## config.mk

```make
export PLATFORM = sky130hd
export DESIGN_NAME = reg_write_arbiter_flat
export DESIGN_NICKNAME = d
export VERILOG_FILES = /design/src/rtl/mips_pkg.sv /design/src/rtl/reg_write_arbiter_if.sv /design/src/rtl/rr_pick.sv /design/src/rtl/reg_write_arbiter.sv /design/src/flat_wrapper.sv
export SDC_FILE = /design/constraint.sdc
export NUM_CORES = 1
export LEC_CHECK = 0
export ABC_AREA = 1
export CORE_ASPECT_RATIO = 1.1
export CORE_MARGIN = 3
export CORE_UTILIZATION = 41
export CTS_CLUSTER_SIZE = 30
export DETAILED_ROUTE_END_ITERATION = 8
export MAX_ROUTING_LAYER = met4
export PLACE_DENSITY = 0.83
export SLEW_MARGIN = 20
export SYNTH_ARGS = -nofsm -noshare
export SYNTH_HDL_FRONTEND = slang
export SYNTH_HIERARCHICAL = 1
export SYNTH_SLANG_ARGS = --single-unit
```

## constraint.sdc

```tcl
create_clock -name clock -period 3.1 [get_ports clock]
set_clock_uncertainty 0.1 [all_clocks]
set_input_delay 0.775 -clock clock [delete_from_list [all_inputs] [get_ports clock]]
set_output_delay 0.775 -clock clock [all_outputs]
set_load 0.05 [all_outputs]
```

## src/rtl/mips_pkg.sv

```systemverilog
// rtl/mips_pkg.sv - shared arbiter defaults, requester index type and one-hot decode helper
package mips_pkg;

   localparam int ARB_NUM_REQ_DEFAULT = 4;

   typedef logic [$clog2(ARB_NUM_REQ_DEFAULT)-1:0] arb_id_t;

   // Supports up to 32 requesters; OR-reduction keeps the decode shallow for one-hot inputs.
   function automatic int unsigned onehot_to_idx(input logic [31:0] oh);
      int unsigned idx;
      idx = 0;
      for (int i = 0; i < 32; i++) begin
         if (oh[i]) idx = idx | i;
      end
      return idx;
   endfunction

endpackage

```

## src/rtl/reg_write_arbiter_if.sv

```systemverilog
// rtl/reg_write_arbiter_if.sv - requester-side handshake bundle; lock only with REG_WRITE_ARB_LOCK_EN
interface reg_write_arbiter_if #(
   parameter int WIDTH   = 4,
   parameter int NUM_REQ = 4
);

   logic [NUM_REQ-1:0]       req;
   logic [NUM_REQ*WIDTH-1:0] wdata;
   logic                     stall;
   logic [NUM_REQ-1:0]       gnt;
`ifdef REG_WRITE_ARB_LOCK_EN
   logic [NUM_REQ-1:0]       lock;
`endif

`ifdef REG_WRITE_ARB_LOCK_EN
   modport master (output req, output wdata, output stall, output lock, input gnt);
   modport slave  (input req, input wdata, input stall, input lock, output gnt);
`else
   modport master (output req, output wdata, output stall, input gnt);
   modport slave  (input req, input wdata, input stall, output gnt);
`endif

endinterface

```

## src/rtl/rr_pick.sv

```systemverilog
// rtl/rr_pick.sv - combinational round-robin pick via double-width masked priority encoder
module rr_pick
   import mips_pkg::*;
#(
   parameter int NUM_REQ = ARB_NUM_REQ_DEFAULT,
   parameter int PTR_W   = $clog2(NUM_REQ)
) (
   input  logic [NUM_REQ-1:0] req,
   input  logic [PTR_W-1:0]   ptr,
   input  logic               enable,
   output logic [NUM_REQ-1:0] gnt,
   output logic [PTR_W-1:0]   idx,
   output logic               valid
);

   logic [NUM_REQ-1:0]   hi_mask;
   logic [2*NUM_REQ-1:0] dbl;
   logic [2*NUM_REQ-1:0] dbl_oh;
   logic [NUM_REQ-1:0]   gnt_raw;

   // Lower copy only holds requesters at or above ptr; upper copy catches the wrap.
   always_comb begin
      hi_mask = ~((NUM_REQ'(1) << ptr) - NUM_REQ'(1));
      dbl     = {req, req & hi_mask};
      dbl_oh  = dbl & (~dbl + (2*NUM_REQ)'(1));
      gnt_raw = dbl_oh[NUM_REQ-1:0] | dbl_oh[2*NUM_REQ-1:NUM_REQ];
      valid   = enable && (|req);
      gnt     = valid ? gnt_raw : '0;
      idx     = PTR_W'(onehot_to_idx(32'(gnt_raw)));
   end

endmodule

```

## src/rtl/reg_write_arbiter.sv

```systemverilog
// rtl/reg_write_arbiter.sv - round-robin arbiter feeding a shared register through registered load/in
// Optional requester lock enabled by defining REG_WRITE_ARB_LOCK_EN.
module reg_write_arbiter
   import mips_pkg::*;
#(
   parameter int WIDTH   = 4,
   parameter int NUM_REQ = ARB_NUM_REQ_DEFAULT,
   parameter int PTR_W   = $clog2(NUM_REQ)
) (
   input  logic                 clock,
   input  logic                 reset,
   reg_write_arbiter_if.slave   bus,
   output logic                 reg_load,
   output logic [WIDTH-1:0]     reg_in,
   output logic [PTR_W-1:0]     last_id
);

   logic [PTR_W-1:0] ptr_q, ptr_d, ptr_nxt;
   logic             reg_load_q, reg_load_d;
   logic [WIDTH-1:0] reg_in_q, reg_in_d;
   logic [PTR_W-1:0] last_id_q, last_id_d;

   logic [NUM_REQ-1:0] gnt;
   logic [PTR_W-1:0]   win_idx;
   logic               win_valid;

   // Reset is folded into enable so requesters never see a grant while held in reset.
   rr_pick #(.NUM_REQ(NUM_REQ), .PTR_W(PTR_W)) u_pick (
      .req    (bus.req),
      .ptr    (ptr_q),
      .enable (!bus.stall && reset),
      .gnt    (gnt),
      .idx    (win_idx),
      .valid  (win_valid)
   );

   assign bus.gnt = gnt;

   always_comb begin
      ptr_d      = ptr_q;
      reg_load_d = 1'b0;
      reg_in_d   = reg_in_q;
      last_id_d  = last_id_q;
      ptr_nxt    = (win_idx == PTR_W'(NUM_REQ-1)) ? '0 : win_idx + PTR_W'(1);
      if (win_valid) begin
         reg_load_d = 1'b1;
         reg_in_d   = bus.wdata[win_idx*WIDTH +: WIDTH];
         last_id_d  = win_idx;
`ifdef REG_WRITE_ARB_LOCK_EN
         ptr_d      = bus.lock[win_idx] ? win_idx : ptr_nxt;
`else
         ptr_d      = ptr_nxt;
`endif
      end
   end

   always_ff @(posedge clock or negedge reset) begin
      if (!reset) begin
         ptr_q      <= '0;
         reg_load_q <= 1'b0;
         reg_in_q   <= '0;
         last_id_q  <= '0;
      end else begin
         ptr_q      <= ptr_d;
         reg_load_q <= reg_load_d;
         reg_in_q   <= reg_in_d;
         last_id_q  <= last_id_d;
      end
   end

   assign reg_load = reg_load_q;
   assign reg_in   = reg_in_q;
   assign last_id  = last_id_q;

endmodule

```

## src/flat_wrapper.sv

```systemverilog
// flat-port wrapper written by rule: the top's interface ports become plain ports
module reg_write_arbiter_flat import mips_pkg::*;
#(
   parameter int WIDTH   = 4,
   parameter int NUM_REQ = ARB_NUM_REQ_DEFAULT,
   parameter int PTR_W   = $clog2(NUM_REQ)
)
  (clock, reset, reg_load, reg_in, last_id, bus_req, bus_wdata, bus_stall, bus_gnt);
  reg_write_arbiter_if #(.WIDTH(WIDTH), .NUM_REQ(NUM_REQ)) bus_i ();
  input  logic clock;
  input  logic reset;
  output logic reg_load;
  output logic [WIDTH-1:0] reg_in;
  output logic [PTR_W-1:0] last_id;
  input wire logic [$bits(bus_i.req)-1:0] bus_req;
  input wire logic [$bits(bus_i.wdata)-1:0] bus_wdata;
  input wire logic [$bits(bus_i.stall)-1:0] bus_stall;
  output wire logic [$bits(bus_i.gnt)-1:0] bus_gnt;
  assign bus_i.req = bus_req;
  assign bus_i.wdata = bus_wdata;
  assign bus_i.stall = bus_stall;
  assign bus_gnt = bus_i.gnt;
  reg_write_arbiter #(.WIDTH(WIDTH), .NUM_REQ(NUM_REQ), .PTR_W(PTR_W)) u_core (.clock(clock), .reset(reset), .bus(bus_i), .reg_load(reg_load), .reg_in(reg_in), .last_id(last_id));
endmodule
```

# Word-level counts from Yosys, hierarchy flattened
# Cells that the tools add are included.
# word_totals
input_bits,23
register_bits,9
word_cells,25
output_inout_bits,11
# classes
eq_ne,1
n_shift,2
add_sub_neg,3
n_mux,6
reduce_logical,4
bitwise,5
# ops
operator,n
16-bit by 5-bit variable part select with 4-bit output,1
8-bit by 1-bit adder with 8-bit output (second input constant),1
8-bit AND,1
8-bit NOT,1
2-bit two-way mux,3
4-bit AND,1
4-bit two-way mux,1
4-bit NOT,1
4-bit OR,1
4-bit OR reduction,1
1-bit by 2-bit << shifter with 4-bit output (first input constant),1
4-bit by 2-bit subtractor with 4-bit output (second input constant),1
2-bit by 1-bit adder with 2-bit output (second input constant),1
2-bit equality test (second input constant),1
1-bit logical AND,2
1-bit two-way mux,2
1-bit logical NOT,1

# Longest topological paths before layout
# depth
depth_word,13
ltp_mapped,13
depth_no_buf,12

# Modules after synthesis
# The synthesis kept the hierarchy.
# modules_own_cells
mod,area_per_inst_um2,n_inst,seq_area_each_um2,cells_per_inst
reg_write_arbiter,541.8,1,225.2,79
rr_pick,132.6,1,0.0,30

# Worst setup path after synthesis
# Ideal clock, no wire load.
# synth_path
path_type,in2out
startpoint,in reset
endpoint,out bus_gnt[0]
t_required_ns,2.225
slack_ns,0.474
cell_stages,4
arrival_time_ns,1.751
n_path_buf,0
cell_sequence,inv_1 -> nor2_1 -> nand2_1 -> a21oi_1
# synth_via
elab_chain_len,3
# synth_lines
element,line,source
"start, declared",flat_wrapper.sv:11,input logic reset;
1-bit logical AND,reg_write_arbiter.sv:31,".enable (!bus.stall && reset),"
1-bit logical AND,rr_pick.sv:27,valid = enable && (|req);
4-bit two-way mux,rr_pick.sv:28,gnt = valid ? gnt_raw : '0;
"end, declared",flat_wrapper.sv:18,output wire logic [$bits(bus_i.gnt)-1:0] bus_gnt;
# Every way passes these cells.

# Final worst setup path
# layout_path
startpoint,in bus_req[0]
endpoint,out bus_gnt[1]
# layout_via
elab_chain_len,6
elab_cells_between_ends,8
classes_between,add/sub: 1; mux: 1; bitwise: 4; reduce/logical: 2
# layout_lines
element,line,source
"start, declared",flat_wrapper.sv:15,input wire logic [$bits(bus_i.req)-1:0] bus_req;
4-bit AND,rr_pick.sv:24,"dbl = {req, req & hi_mask};"
8-bit NOT,rr_pick.sv:25,dbl_oh = dbl & (~dbl + (2*NUM_REQ)'(1));
8-bit by 1-bit adder with 8-bit output,rr_pick.sv:25,
8-bit AND,rr_pick.sv:25,
4-bit OR,rr_pick.sv:26,gnt_raw = dbl_oh[NUM_REQ-1:0] | dbl_oh[2*NUM_REQ-1:NUM_REQ];
4-bit two-way mux (*),rr_pick.sv:28,
# Mark *: on every way between the ends. The rest lies on a longest branch, timed or not.

==> metrics.csv <==
metric;value;unit
use_met1;18.2;%
wirelength;1.67;mm
worstSetupStartpointType;input pin;
period_needed;2870;ps
drt_iter0_markers;7;
hold_class;register to register;
clk_transition_reported_paths;60;ps
met3_usage;6.30;%
start_util;46.4;%
critPathMaxFanout;4;
cts.path.max_buffers;2;
hp-start;u_core/reg_in[0];
die-height;48.5;um
portBuffers;33;
startpoint;bus_req[0];
status;finished, final reports clean;
ir_drop;0.000531;V
avgViaCountPerCell;4.66;
clock_latency;260;ps
num-fill-cells;134;
busiest_layer;met2;
fin_cells;161;
slew_violations;0;
antenna_found_initial;0;
cts_num_sinks;9;
ys_ff_latch;9;
max_freq;349;MHz
syn_area;674;um2
htree_levels;1;
setup_viol;0;
r2r-start;u_core/ptr_q[0];
power_density;675;nW/um2
track_usage;17.6;%
critPathRequiredTime;2220;ps
cts_tree;yes;
io_pins;34;
dp_cells;157;
final_net_count;170;
route.vias.total;750;
rsz0062_at_grt;false;
die_w;44.7;um
dr.pass1.iters;4;
grt_max_degree;12;
core-area;1450;um2
grt_pass1_wl;2.86;mm
synth.avg_cell_area;6.19;um2
wire_per_inst;10.3;um
grt_overflow;0;
hpwl;1.38;mm
grt_use_met2;31.6;%
place_congestion;0.818;
drv_cap;0;
grt_pass1_vias;718;
setup_tns;0;ps
syn2layout_area_growth;59.6;%
cts-root-buf;clkbuf_4;
synth_cell_types;19;
dieArea;2170;um2
hold_violations;0;
rows;14;
post_cts_buffers;0;
antenna_cells;0;
postCtsHoldBufs;0;
synth.yosys.seq_area_share;33.4;%
criticalPathCategory;input pin to output port;
syn_nets;133;
arrival;1990;ps
tightest_slew;526;ps
timing.slew.headroom;64.8;%
synthesis.instances;109;
p_leak;0.566;nW
drive_above_1_share;10.3;%
cts_resized;0;
cts_buffers;3;
postRouteAntennaNets;0;
drc;0;
end_kind;output port;
yosysWarningCount;6;
period_share;92.5;%
kinds of logic (layout without fill, tap and decap cells):
family / count (synthesis) / in the layout / synth area share [%]
AO/OA/AOI/OAI: 5 / 5 / 4.45
adder cells (fa/ha/maj): 1 / 1 / 1.85
AND/OR/NAND/NOR: 70 / 70 / 44.3
flip-flops: 9 / 9 / 33.4
buffers and inverters: 24 / 60 / 16.0
cell type report:
type | instances | area [um2] | share of cell area [%]
Sequential cell | 9 | 225 | 20.9
Timing Repair Buffer | 34 | 378 | 35.1
Multi-Input combinational cell | 76 | 342 | 31.7
Clock buffer | 4 | 26.3 | 2.44
Inverter | 22 | 85.1 | 7.91
Tap cell | 16 | 20.0 | 1.86
critical path: stages:
cell             delay, ps
clkdlybuf4s50_1        470
nor2_2                 170
nand2_1                 60
nor2_1                 110
nor2_1                  60
nor2_1                 170
buf_12                 170
metal layers:
metal / wire length, um / up-vias
met4: 0 / 0
met3: 134 / 0
met5: 0 / -
li1: - / 398
met2: 854 / 29
met1: 676 / 323
cell usage after synthesis:
cell type  number  share of area (%)
a21oi_1         2                1.5
and2_1          1               0.93
buf_6           2                3.3
dfrtp_1         9                 33
ha_1            1                1.9
inv_1          19                 11
inv_2           2                1.1
inv_4           1               0.93
nand2_1        43                 24
nand2_2         2                1.9
nand3_1         8                5.9
nand3b_1        1                1.1
nand4_1         2                1.9
nor2_1         11                6.1
nor2_2          1               0.93
nor2_4          1                1.7
o211ai_1        1                1.1
o21a_1          1                1.1
o21ai_0         1               0.74
through the flow:
step | utilization [%] | setup WS [ps] | area [um2] | total power [mW] | hold slack, ps
2_1_floorplan | - | 474 | 674 | 0.496 | 375
3_3_place_gp | 72.2 | 269 | 1050 | 0.630 | 365
3_5_place_dp | 72.2 | 235 | 1050 | 0.641 | 375
4_1_cts | 74.0 | 229 | 1080 | 0.732 | 390
5_1_grt | 74.0 | 111 | 1080 | 0.787 | 418
6_report | 74.0 | 232 | 1080 | 0.726 | 389
where the power goes:
part           total (mW)  switching, mW  internal [mW]
registers           0.186         0.0265          0.160
clock network      0.0883         0.0388         0.0495
logic               0.452          0.289          0.163
total               0.726          0.354          0.372
placed cells by master (no fill, tap or decap), types with 2 or more instances in the layout:
| cell type | instances |
|---|---|
| a21oi_1 | 2 |
| buf_12 | 4 |
| clkbuf_4 | 3 |
| clkdlybuf4s50_1 | 29 |
| dfrtp_1 | 9 |
| inv_1 | 19 |
| inv_2 | 2 |
| nand2_1 | 43 |
| nand2_2 | 2 |
| nand3_1 | 8 |
| nand4_1 | 2 |
| nor2_1 | 11 |
path summary, 6_finish.rpt:
kind,end,slack (ps),cells past startpoint
worst max-delay path,bus_gnt[1],230,7
worst min-delay path,u_core/reg_in[0],390,2
worst max register to register,u_core/reg_in[0],1310,10
worst min register to register,u_core/reg_in[0],390,2
max in group asynchronous,u_core/reg_in[2],2040,2
min in group asynchronous,u_core/ptr_q[0],730,2
registers in the layout, indices dropped and copies added (netlist names):
| name | cells |
|---|---|
| u_core/reg_in | 4 |
| u_core/last_id | 2 |
| u_core/ptr_q | 2 |
| u_core/reg_load | 1 |
(Power assumes the default switching activity.)
